File: src/rtl/fetch_queue.sv
// Instruction fetch front end: owns the fetch PC, requests words over req/ack,
// buffers {inst, pc+4} in a FIFO. Optional FETCH_STATS_EN adds drop/full counters.
module fetch_queue #(
    parameter int unsigned DEPTH    = 4,
    parameter logic [31:0] RESET_PC = 32'h0000_0000
) (
    input  logic        clk,
    input  logic        res,
    output logic        imem_req,
    output logic [31:0] imem_addr,
    input  logic        imem_ack,
    input  logic [31:0] imem_rdata,
    input  logic        redirect,
    input  logic [31:0] redirect_pc,
    input  logic        stall,
`ifdef FETCH_STATS_EN
    output logic [31:0] drop_cnt,
    output logic [31:0] full_cnt,
`endif
    output logic        inst_valid,
    output logic [31:0] inst,
    output logic [31:0] inst_pc4
);

    localparam int unsigned PTR_W = (DEPTH > 1) ? $clog2(DEPTH) : 1;
    localparam int unsigned CNT_W = $clog2(DEPTH) + 1;

    typedef enum logic [1:0] {
        S_IDLE = 2'd0,
        S_WAIT = 2'd1,
        S_DROP = 2'd2
    } state_t;

    state_t             r_state;
    state_t             w_state_next;
    logic               r_req;
    logic [31:0]        r_addr;
    logic [31:0]        w_addr_next;
    logic [31:0]        r_fetch_pc;
    logic [31:0]        w_fetch_pc_next;
    logic [31:0]        w_addr_plus4;
    logic [31:0]        r_inst [DEPTH];
    logic [31:0]        r_pc4  [DEPTH];
    logic [PTR_W-1:0]   r_wr_ptr;
    logic [PTR_W-1:0]   r_rd_ptr;
    logic [CNT_W-1:0]   r_count;
    logic [CNT_W-1:0]   w_count_next;
    logic               w_push;
    logic               w_pop;
    logic               w_room;

    assign inst_valid   = (r_count != '0);
    assign inst         = r_inst[r_rd_ptr];
    assign inst_pc4     = r_pc4[r_rd_ptr];
    assign imem_req     = r_req;
    assign imem_addr    = r_addr;
    assign w_addr_plus4 = r_addr + 32'd4;

    assign w_pop  = inst_valid & ~stall & ~redirect;
    assign w_push = imem_ack & (r_state == S_WAIT) & ~redirect;

    // Occupancy after this edge; redirect empties the queue.
    always_comb begin
        w_count_next = r_count + CNT_W'(w_push) - CNT_W'(w_pop);
        if (redirect) begin
            w_count_next = '0;
        end
    end

    assign w_room = (w_count_next < CNT_W'(DEPTH));

    // Next-state, next fetch address and next fetch PC.
    always_comb begin
        w_state_next    = r_state;
        w_addr_next     = r_addr;
        w_fetch_pc_next = r_fetch_pc;
        case (r_state)
            S_IDLE: begin
                if (redirect) begin
                    w_state_next    = S_WAIT;
                    w_addr_next     = redirect_pc;
                    w_fetch_pc_next = redirect_pc;
                end else if (w_room) begin
                    w_state_next = S_WAIT;
                    w_addr_next  = r_fetch_pc;
                end
            end
            S_WAIT: begin
                if (redirect) begin
                    w_fetch_pc_next = redirect_pc;
                    if (imem_ack) begin
                        w_state_next = S_WAIT;
                        w_addr_next  = redirect_pc;
                    end else begin
                        w_state_next = S_DROP;
                    end
                end else if (imem_ack) begin
                    w_fetch_pc_next = w_addr_plus4;
                    w_addr_next     = w_addr_plus4;
                    w_state_next    = w_room ? S_WAIT : S_IDLE;
                end
            end
            S_DROP: begin
                // The outstanding request must complete before refetching.
                if (redirect) begin
                    w_fetch_pc_next = redirect_pc;
                end else if (imem_ack) begin
                    w_state_next = S_WAIT;
                    w_addr_next  = r_fetch_pc;
                end
            end
            default: begin
                w_state_next = S_IDLE;
            end
        endcase
    end

    always_ff @(posedge clk) begin
        if (!res) begin
            r_state    <= S_IDLE;
            r_req      <= 1'b0;
            r_addr     <= RESET_PC;
            r_fetch_pc <= RESET_PC;
        end else begin
            r_state    <= w_state_next;
            r_req      <= (w_state_next != S_IDLE);
            r_addr     <= w_addr_next;
            r_fetch_pc <= w_fetch_pc_next;
        end
    end

    // FIFO storage and pointers.
    always_ff @(posedge clk) begin
        if (!res) begin
            for (int i = 0; i < int'(DEPTH); i++) begin
                r_inst[i] <= 32'd0;
                r_pc4[i]  <= 32'd0;
            end
            r_wr_ptr <= '0;
            r_rd_ptr <= '0;
            r_count  <= '0;
        end else if (redirect) begin
            r_wr_ptr <= '0;
            r_rd_ptr <= '0;
            r_count  <= '0;
        end else begin
            if (w_push) begin
                r_inst[r_wr_ptr] <= imem_rdata;
                r_pc4[r_wr_ptr]  <= w_addr_plus4;
                r_wr_ptr         <= r_wr_ptr + PTR_W'(1);
            end
            if (w_pop) begin
                r_rd_ptr <= r_rd_ptr + PTR_W'(1);
            end
            r_count <= w_count_next;
        end
    end

`ifdef FETCH_STATS_EN
    logic [31:0] r_drop_cnt;
    logic [31:0] r_full_cnt;
    logic        w_drop;

    assign w_drop = imem_ack & ((r_state == S_DROP) | ((r_state == S_WAIT) & redirect));

    always_ff @(posedge clk) begin
        if (!res) begin
            r_drop_cnt <= 32'd0;
            r_full_cnt <= 32'd0;
        end else begin
            r_drop_cnt <= r_drop_cnt + 32'(w_drop);
            r_full_cnt <= r_full_cnt + 32'(r_count == CNT_W'(DEPTH));
        end
    end

    assign drop_cnt = r_drop_cnt;
    assign full_cnt = r_full_cnt;
`endif

endmodule

File: config.mk
export PLATFORM = sky130hd
export DESIGN_NAME = fetch_queue
export DESIGN_NICKNAME = d
export VERILOG_FILES = /design/src/rtl/fetch_queue.sv
export SDC_FILE = /design/constraint.sdc
export NUM_CORES = 1
export LEC_CHECK = 0
export ABC_AREA = 1
export ABC_CLOCK_PERIOD_IN_PS = 6400
export CORE_MARGIN = 1
export CORE_UTILIZATION = 55
export CTS_CLUSTER_SIZE = 16
export DETAILED_ROUTE_END_ITERATION = 8
export PLACE_DENSITY_LB_ADDON = 0.1
export SYNTH_ARGS = -nofsm -noshare
export SYNTH_HDL_FRONTEND = slang
export SYNTH_SLANG_ARGS = --single-unit
File: constraint.sdc
create_clock -name clk -period 6.4 [get_ports clk]
set_input_delay 0.96 -clock clk [delete_from_list [all_inputs] [get_ports clk]]
set_output_delay 0.96 -clock clk [all_outputs]
set_load 0.1 [all_outputs]
==> results.ini <==
[yosys]
syn_inst = 1862
yosysTopAreaCell = edfxtp_1
ys_top_cells_by_area = edfxtp_1, nor2_1, dfxtp_1, nand2_1, o21ai_0
yosysSeqAreaShare = 0.573
synth-seq-cells = 332
synth.cell_area_sq_mm = 0.0161
syn_avg_cell_area_sq_um = 8.63
syn_nets = 1939
synth_cell_types = 37
ys_warn_count = 0
synth_top_area_share = 0.478

[timing]
period_share = 0.724
maxSlewHeadroom = 0.138
tightestPinTransition_ps = 1290
rsz0062_at_grt = no
setup_violations = 0
max_freq_ghz = 0.216
finalHoldViolCount = 0
fin_skew_ps = 21.7
fin_tns_setup_ps = 0
min_period_ps = 4630
fin_ws_ps = 1770
finalMaxSlewViolations = 0

[drt]
via_per_inst = 5.65
vias = 13500
drt_first_pass_iters = 6
drtIter0Drc = 1256
ant_nets = 0
drc_errors = 0
routed_wl_um = 42200
wl_per_cell_um = 17.7

[worst_hold_path]
hold_depth = 2
hold_path_class = flop to flop

[clock_network]
clk_pin_slew_worst_paths_ps = 50
tritoncts = built
cts_buffers = 36
postCtsHoldBufs = 0
post_cts_buffers = 0
clkSinkCount = 332
htree_num_levels = 2
cts_resized = 0
clk_latency_ps = 520
root_buffer = clkbuf_16
cts.path.max_buffers = 3

[place]
dp_slack_ps = 1760
numPortBuffers = 166
gp_congestion = 0.886
place_hpwl_um = 25200

[die]
design.core.area_sq_mm = 0.0287
die_area_sq_mm = 0.0299
ioPinCount = 167
die_w_um = 173
rows = 62
die_h_um = 173
initial_core_util = 0.560

[layout]
fin_nets = 2049
synthToLayoutAreaGrowth_pct = 17.8
final_common_cell = nor2_1
antenna_cells = 0
nFillCells = 2394
drive_above_1_share = 0.0705
final_cell_mix = nor2_1, nand2_1, edfxtp_1, o21ai_0, clkdlybuf4s50_1

[setup_path]
cp_max_fo = 73
arrival_ps = 3670
reg2reg_depth = 18
crit_type = flop to primary output
cp_slowest_cell = clkdlybuf4s50_1
max_stage_delay_ps = 1200
worstSetupStartpointType = flop
critical_path_required_ps = 5440
crit_chain = buf_4 > o21ai_0 > o22ai_1 > clkdlybuf4s50_1
cp_top_family = buffers and inverters
path_depth = 4
cp-end-kind = primary output
cp_num_buf_inv = 2

[global_route]
grt_pass1_vias = 12600
globalRouteTotalUtil = 0.278
grt_pass1_wl_um = 66300
grt_max_degree = 74
antenna_found_initial = 0
grt.overflow.total = 0

[outcome]
run_status = finished, final reports clean

[pwr]
power_density_mw_per_mm2 = 298
cellLeakagePower_nw = 7.09
vdd_ir_drop_max_mv = 0.216

[job]
maxCapViolCount = 0

cells by family after synthesis:
family | count (synthesis) | synth area share
and+or+nand+nor | 840 | 0.212
AOI/OAI and AO/OA | 415 | 0.137
DFF | 332 | 0.573
buffers and inverters | 259 | 0.0666
xor gates and xnor gates | 8 | 0.00483
adders and majority gates | 8 | 0.00669
worst reg2reg max path, delay by kind of cell, from the launching register on:
family	cells	cell delay [ps]
AND/OR/NAND/NOR	6	520
AO/OA/AOI/OAI	3	1040
adder cells (fa/ha/maj)	4	1010
buffers and inverters	5	980
flip-flops	1	400
registers in the layout, indices dropped and copies added (netlist names), named ones only:
signal      cells
r_inst        128
r_pc4         128
imem_addr      32
r_fetch_pc     32
r_count         3
r_rd_ptr        2
r_state         2
r_wr_ptr        2
imem_req        1
report_power, final:
part	switching [mW]	internal (mW)
combinational	0.883	0.286
clock	0.813	1.09
sequential	0.115	2.45
total	1.81	3.82
layout make-up:
type	instances	area (sq um)	area share
Timing Repair Buffer	189	1820	0.0964
Tap cell	384	480	0.0254
Sequential cell	332	9210	0.487
Clock inverter	15	109	0.00575
Clock buffer	50	953	0.0504
Inverter	142	534	0.0282
Multi-Input combinational cell	1271	5820	0.307
layer usage:
metal	up-vias	routed length (um)	global-route usage
li1	6463	-	-
met1	6358	17900	0.380
met2	578	20400	0.468
met3	71	2910	0.0341
met4	0	939	0.0830
met5	-	0	0
cell usage after synthesis (all sizes together):
cell and n:
a21oi 119, edfxtp 256, a21boi 1, a31oi 5, clkbuf 75, buf 42, a32oi 1, nor3 2
xnor2 2, nand3 65, o21ai 221, nor2 447, nand2 324, a32o 4, o22ai 64, inv 139
and2 1, fa 1, ha 7, or2 1, xor2 6, clkinv 3, dfxtp 76
through the flow:
stage	util	cell area, sq um	total power [mW]	cells	hold WS, ps
4_1_cts	0.660	18900	5.64	2383	471
6_report	0.660	18900	5.63	2383	472
5_1_grt	0.660	18900	5.82	2383	524
3_3_place_gp	0.623	17900	3.75	2318	446
2_1_floorplan	-	16100	3.44	1862	436
3_5_place_dp	0.623	17900	3.76	2318	460
worst paths after layout:
kind                          endpoint  slack, ps                      from
max                        inst_pc4[0]       1770                      flop
min                               flop        470  r_rd_ptr[1]$_SDFFE_PP0P_
max reg2reg  imem_addr[2]$_SDFFE_PN0P_       2330     r_state[0]$_SDFF_PN0_
min reg2reg                       flop        470  r_rd_ptr[1]$_SDFFE_PP0P_
(Power assumes the default switching activity.)
